[config.mk]
export PLATFORM = sky130hd
export DESIGN_NAME = multi_chan_clk_divider
export DESIGN_NICKNAME = d
export VERILOG_FILES = /design/src/rtl/clk_div_pkg.sv /design/src/rtl/clk_div_chan.sv /design/src/rtl/multi_chan_clk_divider.sv
export SDC_FILE = /design/constraint.sdc
export NUM_CORES = 1
export LEC_CHECK = 0
export CORE_ASPECT_RATIO = 1.2
export CORE_MARGIN = 3
export CORE_UTILIZATION = 40
export CTS_CLUSTER_SIZE = 24
export DETAILED_ROUTE_END_ITERATION = 10
export HOLD_SLACK_MARGIN = 0.15
export PLACE_DENSITY = 0.58
export SYNTH_ARGS = -nofsm -noshare
export SYNTH_HDL_FRONTEND = slang
export SYNTH_SLANG_ARGS = --single-unit
[constraint.sdc]
create_clock -name i_ref_clk -period 10 [get_ports i_ref_clk]
set_input_delay 2 -clock i_ref_clk [delete_from_list [all_inputs] [get_ports i_ref_clk]]
set_output_delay 2 -clock i_ref_clk [all_outputs]
set_load 0.01 [all_outputs]
[src/rtl/clk_div_pkg.sv]
// Shared types and helpers for the multi-channel integer clock divider.
// Channel state encoding, minimum dividing ratio and the high-phase length helper.
package clk_div_pkg;

    typedef enum logic [1:0] {
        IDLE = 2'd0,
        RUN  = 2'd1,
        BYP  = 2'd2
    } chan_state_e;

    localparam int MIN_DIV = 2;

    // High-phase length of a period: ceil(R/2), giving a duty of ceil(R/2)/R.
    function automatic logic [31:0] ceil_half(input logic [31:0] ratio);
        return ratio - (ratio >> 1);
    endfunction

endpackage

[src/rtl/clk_div_chan.sv]
// One divider channel: IDLE/RUN/BYP FSM, period counter with shadowed ratio,
// registered divided clock and tick, and the bypass output mux.
module clk_div_chan
    import clk_div_pkg::*;
#(
    parameter int DIV_WIDTH = 16
) (
    input  logic                 i_ref_clk,
    input  logic                 i_rst,
    input  logic                 i_en,
    input  logic [DIV_WIDTH-1:0] i_ratio,
    input  logic                 i_sync,
    output logic                 o_div_clk,
    output logic                 o_div_tick,
    output chan_state_e          o_state
);

    localparam logic [DIV_WIDTH-1:0] ONE = DIV_WIDTH'(1);

    chan_state_e          state;
    logic [DIV_WIDTH-1:0] cnt;
    logic [DIV_WIDTH-1:0] act_ratio;
    logic [DIV_WIDTH-1:0] high_len;
    logic                 div_q;
    logic                 tick_q;
    logic                 wrap;
    logic                 ratio_ok;

    assign high_len = DIV_WIDTH'(ceil_half(32'(act_ratio)));
    // act_ratio >= 2 whenever RUN, so act_ratio - 1 never underflows where it matters.
    assign wrap     = (cnt == act_ratio - ONE);
    assign ratio_ok = (i_ratio >= DIV_WIDTH'(MIN_DIV));

    always_ff @(posedge i_ref_clk) begin
        if (i_rst) begin
            state     <= IDLE;
            cnt       <= '0;
            act_ratio <= '0;
            div_q     <= 1'b0;
            tick_q    <= 1'b0;
        end else begin
            case (state)
                IDLE: begin
                    cnt    <= '0;
                    div_q  <= 1'b0;
                    tick_q <= 1'b0;
                    if (i_en) begin
                        if (ratio_ok) begin
                            state     <= RUN;
                            act_ratio <= i_ratio;
                        end else begin
                            state  <= BYP;
                            tick_q <= 1'b1;
                        end
                    end
                end
                RUN: begin
                    if (wrap && !i_en) begin
                        state  <= IDLE;
                        cnt    <= '0;
                        div_q  <= 1'b0;
                        tick_q <= 1'b0;
                    end else if (i_sync) begin
                        // Re-phase: the next edge starts a fresh period with the new ratio.
                        cnt    <= '0;
                        div_q  <= 1'b0;
                        if (ratio_ok) begin
                            act_ratio <= i_ratio;
                            tick_q    <= 1'b0;
                        end else begin
                            state  <= BYP;
                            tick_q <= 1'b1;
                        end
                    end else begin
                        div_q  <= (cnt < high_len);
                        tick_q <= (cnt == '0);
                        if (wrap) begin
                            cnt <= '0;
                            if (!ratio_ok) begin
                                state  <= BYP;
                                tick_q <= 1'b1;
                            end else begin
                                act_ratio <= i_ratio;
                            end
                        end else begin
                            cnt <= cnt + ONE;
                        end
                    end
                end
                BYP: begin
                    if (!i_en) begin
                        state  <= IDLE;
                        cnt    <= '0;
                        div_q  <= 1'b0;
                        tick_q <= 1'b0;
                    end else if (ratio_ok) begin
                        // Enter mid-high so the output stays high across the switch.
                        state     <= RUN;
                        act_ratio <= i_ratio;
                        cnt       <= ONE;
                        div_q     <= 1'b1;
                        tick_q    <= 1'b1;
                    end else begin
                        tick_q <= 1'b1;
                    end
                end
                default: begin
                    state  <= IDLE;
                    cnt    <= '0;
                    div_q  <= 1'b0;
                    tick_q <= 1'b0;
                end
            endcase
        end
    end

    assign o_div_clk  = (state == BYP) ? i_ref_clk : div_q;
    assign o_div_tick = tick_q;
    assign o_state    = state;

endmodule

[src/rtl/multi_chan_clk_divider.sv]
// N-channel programmable integer clock divider built from independent channels
// that share one reference clock, reset and phase-align sync pulse.
module multi_chan_clk_divider
    import clk_div_pkg::*;
#(
    parameter int NUM_CH    = 4,
    parameter int DIV_WIDTH = 16
) (
    input  logic                        i_ref_clk,
    input  logic                        i_rst,
    input  logic [NUM_CH-1:0]           i_clk_en,
    input  logic [NUM_CH*DIV_WIDTH-1:0] i_div_ratio,
    input  logic                        i_sync,
    output logic [NUM_CH-1:0]           o_div_clk,
    output logic [NUM_CH-1:0]           o_div_tick,
    output logic [NUM_CH-1:0]           o_running
);

    chan_state_e ch_state [NUM_CH];

    for (genvar k = 0; k < NUM_CH; k++) begin : g_chan
        clk_div_chan #(
            .DIV_WIDTH(DIV_WIDTH)
        ) u_chan (
            .i_ref_clk (i_ref_clk),
            .i_rst     (i_rst),
            .i_en      (i_clk_en[k]),
            .i_ratio   (i_div_ratio[k*DIV_WIDTH +: DIV_WIDTH]),
            .i_sync    (i_sync),
            .o_div_clk (o_div_clk[k]),
            .o_div_tick(o_div_tick[k]),
            .o_state   (ch_state[k])
        );

        assign o_running[k] = (ch_state[k] != IDLE);
    end

endmodule

==> results.py, run 1 <==
metrics = {
    "cells_and_area": {
        "n_antenna_cell": 0,
        "multi_input_area_um2": 10200,
        "fillers": 3328,
        "layout_common_cells": "ha_1, nor2_1, inv_1, dfxtp_1, xnor2_1",
        "syn_to_final_growth_pct": 13.8,
        "regArea_um2": 2880,
        "layout-drive-gt1-share_pct": 4.13,
        "nNetsFinal": 2041,
        "layout_commonest_cell": "ha_1",
    },
    "floorplanning": {
        "start_util_pct": 40.7,
        "die_y_um": 210,
        "die_area_um2": 37000,
        "ios": 83,
        "fp.dieW_um": 176,
        "core-area_um2": 34200,
        "rows": 74,
    },
    "drt": {
        "viasPerCell": 5.49,
        "via_count": 12200,
        "drt-total-wl_um": 36100,
        "wire_per_inst_um": 16.2,
        "drt_iter0_drc": 579,
        "ant_nets": 0,
        "first_pass_iters": 7,
        "drc": 0,
    },
    "cts": {
        "cts_resized": 0,
        "postCtsHoldBufs": 0,
        "post_cts_buffers": 0,
        "tritoncts": "done",
        "clkLatencyLatePin_ns": 0.55,
        "clk_pin_slew_ns": 0.06,
    },
    "placed_design": {
        "numPortBuffers": 82,
        "place.gp.congestion": 0.827,
        "dp_hpwl_um": 27900,
    },
    "flow_run": {
        "drv_cap": 0,
    },
    "power_and_ir_drop": {
        "intPower_uw": 2000,
        "peakVddDrop_uv": 134,
        "pwr_density_cell_nw_per_um2": 215,
        "seqPwrFrac_pct": 21.5,
        "sw_frac_of_total_pct": 41.1,
        "power.switching_uw": 1400,
        "static-leakage-power_uw": 0.00677,
        "p_clk_share_pct": 23.8,
        "comb_power_share_pct": 54.7,
    },
    "synthesis": {
        "yosys_warnings": 0,
        "ys_seq_elements": 144,
        "yosysUniqueCellTypes": 87,
        "syn_area_per_cell_um2": 8.21,
        "synth_ff_type": "dfxtp_1",
        "syn_nets": 1977,
        "syn_inst": 1694,
        "netlist_area_um2": 13900,
        "yosysTopAreaCell": "dfxtp_1",
        "async_flop_share_pct": 0,
        "synth_edf_count": 0,
        "synth_top_area_share_pct": 20.7,
        "synth_area_leaders": "dfxtp_1, ha_1, xnor2_1",
        "yosysSeqAreaShare_pct": 20.7,
    },
    "sta": {
        "setup-tns-final_ns": 0,
        "setup_violations": 0,
        "tightest_slew_ns": 1.21,
        "fin_skew_ns": 0.00762,
        "slew_headroom_pct": 19.2,
        "hold_viol": 0,
        "rsz0062_at_grt": "no",
        "finalMaxSlewViolations": 0,
        "whs_ns": 0.531,
    },
    "setup_path": {
        "end_kind": "primary output",
        "slowest_stage": "clkdlybuf4s50_1",
        "rr_endpoint": "g_chan[3].u_chan.div_q",
        "crit_start": "i_ref_clk",
        "critPathCapture": "o_div_clk[3]",
        "rr_worst_depth": 15,
        "critPathKind": "clock port to primary output",
        "slowest_delay_ns": 0.49,
        "start_kind": "clock port",
        "cp_data_required_time_ns": 8.00,
        "crit_chain": "clkbuf_16 > clkbuf_16 > mux2_2 > clkdlybuf4s50_1",
        "r2r-start": "g_chan[3].u_chan.act_ratio[2]",
        "arrival_ns": 6.05,
        "r2r_slack_ns": 5.31,
        "crit_top_cell": "clkbuf_16",
        "critPathMaxFanout": 2,
    },
    "global_route": {
        "grt_pass1_vias": 11700,
        "antenna_found_initial": 0,
        "grt_pass1_wl_um": 58700,
        "grt_max_degree": 60,
        "globalRouteOverflowTotal": 0,
        "grt_usage_pct": 19.3,
    },
    "min_path": {
        "holdPathStages": 2,
        "hold_path.class": "register to register",
    },
    "status": {
        "run_status": "finished, final reports clean",
    },
}
Yosys cell counts, drive strengths merged (33+ instances only):
master,number
a21oi,80
and3,33
dfxtp,144
ha,208
inv,154
mux2i,81
nand2,77
nand3,46
nor2,167
nor3,35
nor4,34
o21ai,61
xnor2,104
xor2,51
kinds of logic (layout without fill, tap and decap cells):
logic type               count (synthesis)  after routing  share of synthesized area, %
adder cells (fa/ha/maj)                212            212                          19.3
AND/OR/NAND/NOR                        554            554                          21.0
flip-flops                             144            144                          20.7
buffers and inverters                  201            275                          5.95
multiplexers                            89             89                          6.48
XOR/XNOR                               157            157                          10.1
AO/OA/AOI/OAI                          337            337                          16.4
state kept, by name, indices dropped and copies added, names as in the netlist:
register	cells
g_chan.u_chan.cnt	64
g_chan.u_chan.div_q	4
g_chan.u_chan.o_div_tick	4
g_chan.u_chan.o_state	8
g_chan.u_chan.act_ratio	64
cell type report:
type	instances	share of cell area (%)
Multi-Input combinational cell	1349	64.5
Clock inverter	9	0.997
Clock buffer	28	3.84
Timing Repair Buffer	84	5.20
Inverter	154	3.65
Tap cell	456	3.61
Sequential cell	144	18.2
critical path, delay by kind of cell:
| family | cells | cell delay (ns) |
|---|---|---|
| buffers and inverters | 3 | 0.76 |
| muxes | 1 | 0.28 |
power by group through the flow:
stage	clock network (uW)	registers [uW]	logic, uW
6_report	808	731	1860
5_1_grt	854	742	2090
4_1_cts	832	733	1860
3_5_place_dp	14.3	746	1850
3_3_place_gp	14.3	745	1820
2_1_floorplan	12.5	709	1470
worst min path at each step:
stage                                     start                          end  slack [ns]
global placement    g_chan[1].u_chan.o_state[0]  g_chan[1].u_chan.o_state[0]        0.51
CTS                 g_chan[1].u_chan.o_state[0]  g_chan[1].u_chan.o_state[0]        0.53
finish              g_chan[1].u_chan.o_state[0]  g_chan[1].u_chan.o_state[0]        0.53
detailed placement  g_chan[1].u_chan.o_state[0]  g_chan[1].u_chan.o_state[0]        0.52
floorplan           g_chan[1].u_chan.o_state[0]  g_chan[1].u_chan.o_state[0]        0.47
global route        g_chan[1].u_chan.o_state[0]  g_chan[1].u_chan.o_state[0]        0.55
metal layers:
layer | part of all wire, % | vias to the layer above | track usage [%]
met2 | 50 | 201 | 33.7
met4 | 2.4 | 0 | 6.83
met3 | 2.9 | 50 | 3.05
met5 | 0 | - | 0
met1 | 45 | 5766 | 24.0
li1 | - | 6199 | -
per-stage QoR:
step	setup slack (ns)	cells	utilization (%)	cell area, um2	power, uW
CTS	1.91	2224	46.3	15800	3430
floorplan	2.62	1694	-	13900	2190
global placement	2.29	2191	44.2	15100	2580
detailed placement	2.29	2191	44.2	15100	2610
finish	1.95	2224	46.3	15800	3400
global route	1.92	2224	46.3	15800	3690
Note: power is estimated with default switching activity, not from simulation.
==> run 2, diff against run 1 <==
==> constraint.sdc (replaced) <==
create_clock -name i_ref_clk -period 7.8 [get_ports i_ref_clk]
set_input_delay 1.56 -clock i_ref_clk [delete_from_list [all_inputs] [get_ports i_ref_clk]]
set_output_delay 1.56 -clock i_ref_clk [all_outputs]
set_load 0.01 [all_outputs]
==> results.py, run 2 (synthesized netlist as in run 1, its figures left out) <==
metrics = {
    "sta": {
        "rsz0062_at_grt": "no",
        "worst_slack_ns": 1.28,
        "hold_viol": 0,
        "fin_skew_ns": 0.00599,
        "setup_violations": 0,
        "finalMaxSlewViolations": 0,
        "slew_headroom_pct": 26.0,
        "tightest_slew_ns": 1.11,
        "setup-tns-final_ns": 0,
    },
    "setup_path": {
        "crit_chain": "clkbuf_16 > clkbuf_16 > mux2_2 > clkdlybuf4s50_1",
        "critPathMaxFanout": 2,
        "r2r-start": "g_chan[3].u_chan.act_ratio[2]",
        "start_kind": "clock port",
        "crit_start": "i_ref_clk",
        "path_buf_inv": 3,
        "arrival_ns": 4.96,
        "cp_data_required_time_ns": 6.24,
        "slowest_stage": "clkdlybuf4s50_1",
        "critPathKind": "clock port to primary output",
        "crit_top_cell": "clkbuf_16",
        "slowest_delay_ns": 0.49,
        "end_kind": "primary output",
        "path_delay_family": "buffers and inverters",
    },
    "power_and_ir_drop": {
        "peakVddDrop_uv": 209,
        "pwr_density_cell_nw_per_um2": 267,
        "power.switching_uw": 1780,
        "intPower_uw": 2410,
        "p_clk_share_pct": 20.9,
        "seqPwrFrac_pct": 22.3,
        "static-leakage-power_uw": 0.00672,
        "comb_power_share_pct": 56.8,
        "sw_frac_of_total_pct": 42.4,
    },
    "floorplanning": {
        "fp.dieW_um": 176,
        "rows": 74,
        "core-area_um2": 34200,
        "die_area_um2": 37000,
        "die_y_um": 210,
        "ios": 83,
        "start_util_pct": 40.7,
    },
    "cells_and_area": {
        "layout-drive-gt1-share_pct": 4.13,
        "n_antenna_cell": 0,
        "stdcell_area_um2": 15700,
        "layout_commonest_cell": "ha_1",
        "syn_to_final_growth_pct": 12.9,
        "layout_common_cells": "ha_1, nor2_1, inv_1, dfxtp_1, xnor2_1",
        "nNetsFinal": 2041,
    },
    "placed_design": {
        "place.gp.congestion": 0.855,
        "dp_hpwl_um": 27800,
        "placed_area_um2": 15100,
        "dp_slack_ns": 1.63,
        "numPortBuffers": 82,
    },
    "global_route": {
        "grt_pass1_wl_um": 59200,
        "grt_max_degree": 60,
        "grt_pass1_vias": 11900,
        "antenna_found_initial": 0,
        "globalRouteOverflowTotal": 0,
        "grt_usage_pct": 19.5,
    },
    "drt": {
        "via_count": 12200,
        "wire_per_inst_um": 16.1,
        "drc": 0,
        "drt-total-wl_um": 35700,
        "first_pass_iters": 5,
        "ant_nets": 0,
        "viasPerCell": 5.48,
        "drt_iter0_drc": 533,
    },
    "cts": {
        "post_cts_buffers": 0,
        "clkLatencyLatePin_ns": 0.56,
        "postCtsHoldBufs": 0,
        "clk_pin_slew_ns": 0.06,
        "cts_resized": 0,
        "tritoncts": "done",
    },
    "min_path": {
        "hold_path.class": "register to register",
        "min_from": "g_chan[1].u_chan.o_state[0]",
    },
    "flow_run": {
        "drv_cap": 0,
    },
    "status": {
        "run_status": "finished, final reports clean",
    },
}
==> run 2: changes by cell type in the layout (fill, tap and decap cells not counted) <==
| cell | before | now |
|---|---|---|
| clkinv_2 | 1 | 7 |
| bufinv_16 | 4 | 0 |
| clkbuf_8 | 3 | 0 |
| clkinvlp_4 | 2 | 4 |
| clkbuf_1 | 0 | 1 |
| inv_6 | 1 | 0 |
==> run 2: power by group through the flow <==
stage	Combinational, uW	Sequential [uW]	Clock [uW]
after floorplan	1880	909	16.1
after global placement	2330	953	18.3
final	2380	935	873
after global routing	2680	951	930
after detailed placement	2370	954	18.3
after CTS	2390	938	904
==> run 2: metrics by stage <==
| stage | utilization, % | total power, uW | hold WS (ns) | std cells |
|---|---|---|---|---|
| final | 45.9 | 4180 | 0.519 | 2225 |
| after CTS | 45.9 | 4230 | 0.529 | 2225 |
| after floorplan | - | 2810 | 0.469 | 1694 |
| after global routing | 45.9 | 4560 | 0.549 | 2225 |
| after global placement | 44.2 | 3310 | 0.507 | 2191 |
| after detailed placement | 44.2 | 3350 | 0.522 | 2191 |
==> run 2: path summary, 6_finish.rpt <==
kind         cells past startpoint  slack [ns]                     endpoint
max                              4        1.28                 o_div_clk[3]
min                              2        0.52  g_chan[1].u_chan.o_state[0]
max reg2reg                     15        3.32       g_chan[3].u_chan.div_q
min reg2reg                      2        0.52  g_chan[1].u_chan.o_state[0]
==> run 2: final cells by class <==
cell class / instances / area [um2]
clock buffers: 26 / 569
clock inverters: 12 / 73.8
fillers: 3365 / 18500
inverters: 154 / 578
multi-input cells: 1349 / 10200
flip-flops and latches: 144 / 2880
well taps: 456 / 571
repair buffers: 84 / 823
==> run 2: worst register-to-register path: cells and delay by family, from the launching register on <==
kind	cells	cell delay [ns]
buf+inv	1	0.13
compound gates	9	2.94
xor+xnor	1	0.18
fa+ha+maj	2	0.56
flops	1	0.40
simple gates	2	0.19
==> run 2: per-layer routing <==
metal | global-route usage [%] | share of wire, % | vias to the layer above | wire length [um]
li1 | - | - | 6205 | -
met1 | 24.0 | 45 | 5713 | 16100
met2 | 34.2 | 49 | 203 | 17600
met3 | 2.72 | 2.9 | 64 | 1030
met4 | 7.57 | 2.6 | 0 | 928
met5 | 0 | 0 | - | 0
==> run 3, diff against run 2 <==
--- a/config.mk
+++ b/config.mk
@@ -11,7 +11,7 @@
 export CTS_CLUSTER_SIZE = 24
 export DETAILED_ROUTE_END_ITERATION = 10
 export HOLD_SLACK_MARGIN = 0.15
-export PLACE_DENSITY = 0.58
+export PLACE_DENSITY = 0.61
 export SYNTH_ARGS = -nofsm -noshare
 export SYNTH_HDL_FRONTEND = slang
 export SYNTH_SLANG_ARGS = --single-unit
==> constraint.sdc (replaced) <==
create_clock -name i_ref_clk -period 5.4 [get_ports i_ref_clk]
set_input_delay 1.08 -clock i_ref_clk [delete_from_list [all_inputs] [get_ports i_ref_clk]]
set_output_delay 1.08 -clock i_ref_clk [all_outputs]
set_load 0.01 [all_outputs]
==> results.py, run 3 (synthesized netlist as in run 1, its figures left out) <==
metrics = {
    "status": {
        "run_status": "finished, final reports clean",
    },
    "min_path": {
        "min_from": "g_chan[1].u_chan.o_state[0]",
        "hold_path.class": "register to register",
    },
    "floorplanning": {
        "rows": 74,
        "ios": 83,
        "core-area_um2": 34200,
        "die_area_um2": 37000,
        "die_y_um": 210,
        "start_util_pct": 40.7,
        "fp.dieW_um": 176,
    },
    "global_route": {
        "antenna_found_initial": 1,
        "grt_pass1_vias": 11800,
        "grt_max_degree": 58,
        "grt_usage_pct": 19.6,
        "grt_pass1_wl_um": 59300,
        "globalRouteOverflowTotal": 0,
    },
    "cells_and_area": {
        "layout-drive-gt1-share_pct": 4.18,
        "syn_to_final_growth_pct": 13.5,
        "n_antenna_cell": 0,
        "regArea_um2": 2880,
        "nNetsFinal": 2041,
        "fillers": 3312,
        "multi_input_area_um2": 10200,
        "layout_commonest_cell": "ha_1",
        "finish.utilization_pct": 46.2,
        "layout_common_cells": "ha_1, nor2_1, inv_1, dfxtp_1, xnor2_1",
        "stdcell_area_um2": 15800,
    },
    "setup_path": {
        "end_kind": "primary output",
        "cp_data_required_time_ns": 4.32,
        "start_kind": "clock port",
        "critPathMaxFanout": 2,
        "crit_start": "i_ref_clk",
        "arrival_ns": 3.75,
        "critPathKind": "clock port to primary output",
        "r2r-start": "g_chan[3].u_chan.act_ratio[2]",
    },
    "sta": {
        "finalMaxSlewViolations": 0,
        "setup-tns-final_ns": 0,
        "whs_ns": 0.501,
        "fin_skew_ns": 0.00852,
        "rsz0062_at_grt": "no",
        "hold_viol": 0,
        "setup_violations": 0,
        "slew_headroom_pct": 17.0,
        "worst_slack_ns": 0.570,
        "tightest_slew_ns": 1.24,
    },
    "cts": {
        "tritoncts": "done",
        "clk_pin_slew_ns": 0.07,
        "postCtsHoldBufs": 0,
        "clkLatencyLatePin_ns": 0.56,
        "post_cts_buffers": 0,
        "cts_resized": 0,
    },
    "power_and_ir_drop": {
        "seqPwrFrac_pct": 21.8,
        "p_clk_share_pct": 22.8,
        "sw_frac_of_total_pct": 41.7,
        "pwr_density_cell_nw_per_um2": 391,
        "intPower_uw": 3600,
        "comb_power_share_pct": 55.4,
        "static-leakage-power_uw": 0.00675,
        "peakVddDrop_uv": 210,
        "power.switching_uw": 2570,
    },
    "placed_design": {
        "numPortBuffers": 82,
        "dp_slack_ns": 0.914,
        "place.gp.congestion": 0.854,
        "dp_hpwl_um": 27900,
        "placed_area_um2": 15100,
    },
    "flow_run": {
        "drv_cap": 0,
    },
    "drt": {
        "drt_iter0_drc": 620,
        "via_count": 12200,
        "wire_per_inst_um": 16.3,
        "ant_nets": 0,
        "first_pass_iters": 5,
        "viasPerCell": 5.48,
        "drc": 0,
        "drt-total-wl_um": 36400,
    },
}
run 3: area by class of cell:
cell class                 count  area share (%)
tap                          456            3.62
clock inverter                12           0.864
multi-input combinational   1349            64.6
timing repair buffer          84            5.22
clock buffer                  28            3.72
inverter                     154            3.66
sequential                   144            18.3
run 3: per-layer routing:
metal	track usage [%]	up-vias	wire length, um
met2	34.3	213	17900
met3	2.85	55	1150
met1	24.1	5732	16300
li1	-	6208	-
met5	0	-	13
met4	7.78	2	1010
run 3: worst max-delay path: stages:
cell	delay, ns
clkbuf_16	0.13
clkbuf_16	0.14
mux2_2	0.29
clkdlybuf4s50_1	0.48
run 3: path summary, 6_finish.rpt:
check / endpoint / slack, ns / depth (start not counted)
max: o_div_clk[1] / 0.57 / 4
min: g_chan[1].u_chan.o_state[0] / 0.50 / 2
max reg2reg: g_chan[3].u_chan.div_q / 1.19 / 15
min reg2reg: g_chan[1].u_chan.o_state[0] / 0.50 / 2
run 3: per-stage QoR:
step	total power, uW	std cells
final	6170	2227
after detailed placement	4810	2191
after CTS	6230	2227
after floorplan	4050	1694
after global placement	4730	2191
after global routing	6700	2227
run 3: power groups by stage:
stage	clock network, uW	logic, uW	registers, uW
2_1_floorplan	23.2	2720	1310
3_3_place_gp	26.4	3340	1370
3_5_place_dp	26.4	3410	1370
4_1_cts	1450	3430	1350
5_1_grt	1480	3850	1370
6_report	1410	3420	1350
==> edit 1 (flow settings as in run 2) <==
`DIV_WIDTH` is set to 16 in 2 places; all go to 24.
--- a/src/rtl/clk_div_chan.sv
+++ b/src/rtl/clk_div_chan.sv
@@ -3,7 +3,7 @@
 module clk_div_chan
     import clk_div_pkg::*;
 #(
-    parameter int DIV_WIDTH = 16
+    parameter int DIV_WIDTH = 24
 ) (
     input  logic                 i_ref_clk,
     input  logic                 i_rst,
--- a/src/rtl/multi_chan_clk_divider.sv
+++ b/src/rtl/multi_chan_clk_divider.sv
@@ -4,7 +4,7 @@
     import clk_div_pkg::*;
 #(
     parameter int NUM_CH    = 4,
-    parameter int DIV_WIDTH = 16
+    parameter int DIV_WIDTH = 24
 ) (
     input  logic                        i_ref_clk,
     input  logic                        i_rst,
Ports: changed (resized i_div_ratio); port bits go from 83 to 115. The function was not compared with the original's and may differ.
==> edit 1 against run 2 <==
Register-to-register slack got worse by 0.81 ns; non-clock buffer count is 32 higher; total power up 66%; synthesized area grew 50%; cell area grew 51%; sequential cell count increased by 64; wire length grew 60%; worst setup slack got worse by 0.018 ns.
==> edit 1: results (changes against run 2) <==
GRT
  • First-pass GRT wire length: 93.68 mm (+58%)
  • Initial antenna violation count: 3 (+3)
  • Global-route usage over all layers: 20.17% (+0.72 points)
  • Largest net degree at the start of global routing: 68 (+13%)

Synthesis
  • Distinct cell type count after synthesis: 90 (+3.4%)
  • Synth area leaders: dfxtp_1, ha_1, xnor2_1, nor2_1, mux2i_1
  • Syn_nets: 3,033 (+53%)
  • Mean Syn Cell Area: 7.971 um2 (-2.9%)
  • Synth cell count leaders: ha_1, nor2_1, dfxtp_1
  • Seq/Total Area, Yosys: 19.99% (-0.75 points)

Timing
  • Final worst setup slack: 1.265 ns (-0.01793 ns)
  • Hold WS: 0.4858 ns (-0.03366 ns)
  • Clock Skews: 0.01232 ns (+0.006326 ns)
  • Worst Tran Pin Value: 1.255 ns (+0.1449 ns)

Setup path
  • FF-to-FF path depth: 18 (+3)
  • R2r setup slk: 2.51 ns (-0.81 ns)
  • Crit-path max FO: 2 (unchanged)
  • Worst Setup EP: o_div_clk[1]
  • WP data arrival: 4.98 ns (+0.02 ns)

Place
  • Placed Area: 22,460 um2 (+49%)
  • Gpl congestion: 0.8559 (about the same)
  • IO buf count: 114 (+39%)

Status
  • Status: finished, final reports clean

Detailed routing
  • Via count: 18.76k (+54%)
  • WL final: 57.22 mm (+60%)
  • Initial DRT Pass Iterations: 5 (unchanged)
  • 1st-iter DRT viols: 981 (+84%)
  • Via density per instance: 5.514 (+0.68%)

Layout
  • Final instance area: 23,660 um2 (+51%)
  • Fin nets: 3,100 (+52%)
  • Layout cells sized above 1: 3.513% (-0.61 points)

Power and ir drop
  • Cell leakage power: 9.998 nW (+49%)
  • Max rail drop VDD: 0.0002059 V (-1.3%)

Min path
  • Hold path startpoint: g_chan[1].u_chan.div_q$_SDFFE_PP0N_
  • Hold depth: 1 (-1)
  • WHS Endpoint: g_chan[1].u_chan.div_q$_SDFFE_PP0N_
==> edit 1: cell count changes after synthesis, sizes merged, moves of 42 or more <==
cell	before	now
nor2	167	288
nand2	77	131
xnor2	104	173
xor2	51	94
dfxtp	144	208
a21oi	80	122
inv	154	206
o21ai	61	136
ha	208	312
==> edit 1: worst max-delay path, cell delays in order <==
cell and delay (ns):
clkbuf_16 0.13, clkbuf_16 0.14, mux2_2 0.27, clkdlybuf4s50_1 0.54
==> edit 1: final cells by class <==
class                           count  share of cell area, %
Tap cell                          697                  3.686
Multi-Input combinational cell   2111                  65.36
Clock inverter                     12                  1.021
Clock buffer                       49                  4.189
Antenna cell                        1                0.01058
Sequential cell                   208                  17.60
Inverter                          208                  3.300
Timing Repair Buffer              116                  4.834
==> edit 1: per-layer routing <==
metal,global-route usage (%),vias to the layer above,wire length (um)
met5,0,-,27
met4,6.619,4,1669
met3,3.028,101,2261
met2,36.57,340,28210
met1,24.34,8883,25060
li1,-,9430,-
==> edit 1: power by group <==
| part | total (mW) | internal [mW] | switching [mW] | leakage (nW) |
|---|---|---|---|---|
| Clock | 1.65 | 1.08 | 0.563 | 0.616 |
| Combinational | 3.96 | 1.75 | 2.22 | 7.69 |
| Sequential | 1.35 | 1.18 | 0.171 | 1.70 |
==> edit 1: cell families (layout without fill, tap and decap cells) <==
group	count (synthesis)	in the layout	synth area share, %
AND/OR/NAND/NOR	892	892	21.96
AO/OA/AOI/OAI	523	523	16.32
adder cells (fa/ha/maj)	316	316	19.12
buffers and inverters	295	385	5.873
XOR/XNOR	268	268	11.33
flip-flops	208	208	19.99
multiplexers	112	112	5.411
other	0	1	0
==> edit 2 (config.mk and constraints of run 2) <==
Made on the original files. Add an input register stage for `i_div_ratio`; this delays it by one clock. The other inputs are not delayed to match.
--- a/src/rtl/multi_chan_clk_divider.sv
+++ b/src/rtl/multi_chan_clk_divider.sv
@@ -16,6 +16,12 @@
     output logic [NUM_CH-1:0]           o_running
 );
 
+    logic [NUM_CH*DIV_WIDTH-1:0] i_div_ratio_q;
+
+    always_ff @(posedge i_ref_clk) begin
+        i_div_ratio_q <= i_div_ratio;
+    end
+
     chan_state_e ch_state [NUM_CH];
 
     for (genvar k = 0; k < NUM_CH; k++) begin : g_chan
@@ -25,7 +31,7 @@
             .i_ref_clk (i_ref_clk),
             .i_rst     (i_rst),
             .i_en      (i_clk_en[k]),
-            .i_ratio   (i_div_ratio[k*DIV_WIDTH +: DIV_WIDTH]),
+            .i_ratio   (i_div_ratio_q[k*DIV_WIDTH +: DIV_WIDTH]),
             .i_sync    (i_sync),
             .o_div_clk (o_div_clk[k]),
             .o_div_tick(o_div_tick[k]),
Check against the original RTL: not settled (the Yosys comparison gave no result); the edit may change what the design does.
==> edit 2 against run 2 <==
Non-clock buffer count grew 1; total power grew 20%; synthesized area grew 9.6%; die area grew 9.3%; worst setup slack lost 0.013 ns; clock power grew 57%; cell area grew 11%; sequential cell count grew 64; register-to-register slack gained 0.27 ns; sequential power grew 37%; wire length grew 4.5%; critical endpoint is now o_div_clk[2]; largest cell class unchanged.
==> edit 2: results (changes against run 2) <==
Place
  • Gpl congestion: 0.8484 (-0.81%)
  • Placed cells: 2,290 (+4.5%)
  • Placed Area: 16,420 um2 (+8.8%)
  • DP Worst Slack: 1.634 ns (unchanged)
  • Hpwl dp: 28.67 mm (+3.1%)
  • IO buf count: 82 (unchanged)

CTS
  • Post-CTS Setup Inserts: 0 (unchanged)
  • Worst-path clk slew: 0.05 ns
  • Worst-skew pair later-pin latency: 0.65 ns (+0.09 ns)
  • Post_cts resized: 0 (unchanged)

Synthesis
  • Warnings from Yosys: 0 (unchanged)
  • Number of flops mapped to enable cells by yosys: 0 (unchanged)
  • Post-synthesis mux area share: 5.361% (-1.1 points)
  • Syn Inst Count: 1,782 (+5.2%)
  • Seq/Total Area, Yosys: 27.32% (+6.6 points)
  • Asr flop ratio synth: 0% (unchanged)
  • Synth Area in Adders: 17.60% (-1.7 points)
  • Distinct cell type count after synthesis: 84 (-3.4%)
  • Post-Synth XOR/XNOR Area: 9.589% (-0.51 points)
  • Post-synthesis compound-gate area fraction: 15.07% (-1.4 points)
  • Synth area leaders: dfxtp_1, ha_1, xnor2_1, mux2i_1, nor2_1
  • Synth cell count leaders: dfxtp_1, ha_1, nor2_1

Setup path
  • Kind of cell adding the most delay to the critical path: buffers and inverters
  • Crit-path max FO: 2 (unchanged)
  • R2r setup slk: 3.59 ns (+0.27 ns)
  • WP data arrival: 4.97 ns (about the same)
  • Slowest CP cell: clkdlybuf4s50_1
  • Slowest stage delay, CP: 0.50 ns

GRT
  • Vias in the first global route: 12.90k (+8.6%)
  • First-pass GRT wire length: 62.48 mm (+5.5%)
  • Initial antenna violation count: 1 (+1)
  • Global-route usage over all layers: 18.54% (-0.91 points)
  • Largest net degree at the start of global routing: 69 (+15%)

Layout
  • N_diodes: 0 (unchanged)
  • Largest registers: g_chan.u_chan.act_ratio (64), g_chan.u_chan.cnt (64), i_div_ratio_q (64)
  • Layout cells sized above 1: 4.606% (+0.48 points)
  • Final instance area: 17,400 um2 (+11%)
  • Fin nets: 2,131 (+4.4%)

Detailed routing
  • Via density per instance: 5.413 (-1.2%)
  • WL final: 37.31 mm (+4.5%)
  • Initial DRT Pass Iterations: 5 (unchanged)
  • 1st-iter DRT viols: 607 (+14%)
  • DR WL/cell: 15.94 um (-0.70%)

Timing
  • Hold WS: 0.4733 ns (-0.04614 ns)
  • Final worst setup slack: 1.270 ns (-0.01326 ns)
  • Hold Vio Cnt, Final: 0 (unchanged)
  • Worst Tran Pin Value: 1.002 ns (-0.1081 ns)
  • Clock Skews: 0.01080 ns (+0.004802 ns)

Power and ir drop
  • Max rail drop VDD: 0.0001878 V (-10%)
  • Cell leakage power: 7.293 nW (+8.6%)

Job
  • Maxcap violations: 0 (unchanged)

Status
  • Status: finished, final reports clean

Min path
  • Tightest Hold Check Type: flop to flop
[edit 2: cell types whose count changed after synthesis, sizes merged, moves of 8 or more]
| cell | run 2 | this run |
|---|---|---|
| inv | 154 | 139 |
| nand3b | 5 | 13 |
| a21o | 26 | 15 |
| a21oi | 80 | 96 |
| o21ai | 61 | 73 |
| nor2 | 167 | 195 |
| nand2b | 29 | 20 |
| a31oi | 32 | 12 |
| dfxtp | 144 | 208 |
| clkbuf | 23 | 36 |
| nor2b | 19 | 28 |
[edit 2: power by group]
part,leakage (nW),switching (mW),internal [mW]
clock,0.511,0.517,0.849
combinational,5.07,1.27,1.09
sequential,1.72,0.121,1.16
total,7.29,1.91,3.10
[edit 2: final cells by class]
class,instances,area [um2]
inverters,139,521.8
repair buffers,85,830.8
multi-input cells,1380,10270
flip-flops and latches,208,4164
clock buffers,44,899.6
fillers,3608,19780
clock inverters,11,127.6
well taps,474,593.1
[edit 2: cell families after synthesis]
kind of cell,after synthesis
mux,81
flops,208
buf+inv,194
compound gates,345
fa+ha+maj,212
simple gates,580
xor+xnor,162
[edit 2: path summary, 6_finish.rpt]
check / start / end / cells after the start
setup / recovery: i_ref_clk / o_div_clk[2] / 4
hold / removal: i_div_ratio_q[16]$_DFF_P_ / g_chan[1].u_chan.act_ratio[0]$_SDFFE_PP0P_ / 2
setup reg to reg: g_chan[0].u_chan.act_ratio[1]$_SDFFE_PP0P_ / g_chan[0].u_chan.div_q$_SDFFE_PP0N_ / 15
hold reg to reg: i_div_ratio_q[16]$_DFF_P_ / g_chan[1].u_chan.act_ratio[0]$_SDFFE_PP0P_ / 2
[edit 2: layer usage]
metal	up-vias	track usage [%]	wire length, um
met3	58	3.120	1537
met2	192	33.31	18090
met5	-	0	11
li1	6472	-	-
met1	5947	22.72	16840
met4	2	5.319	838
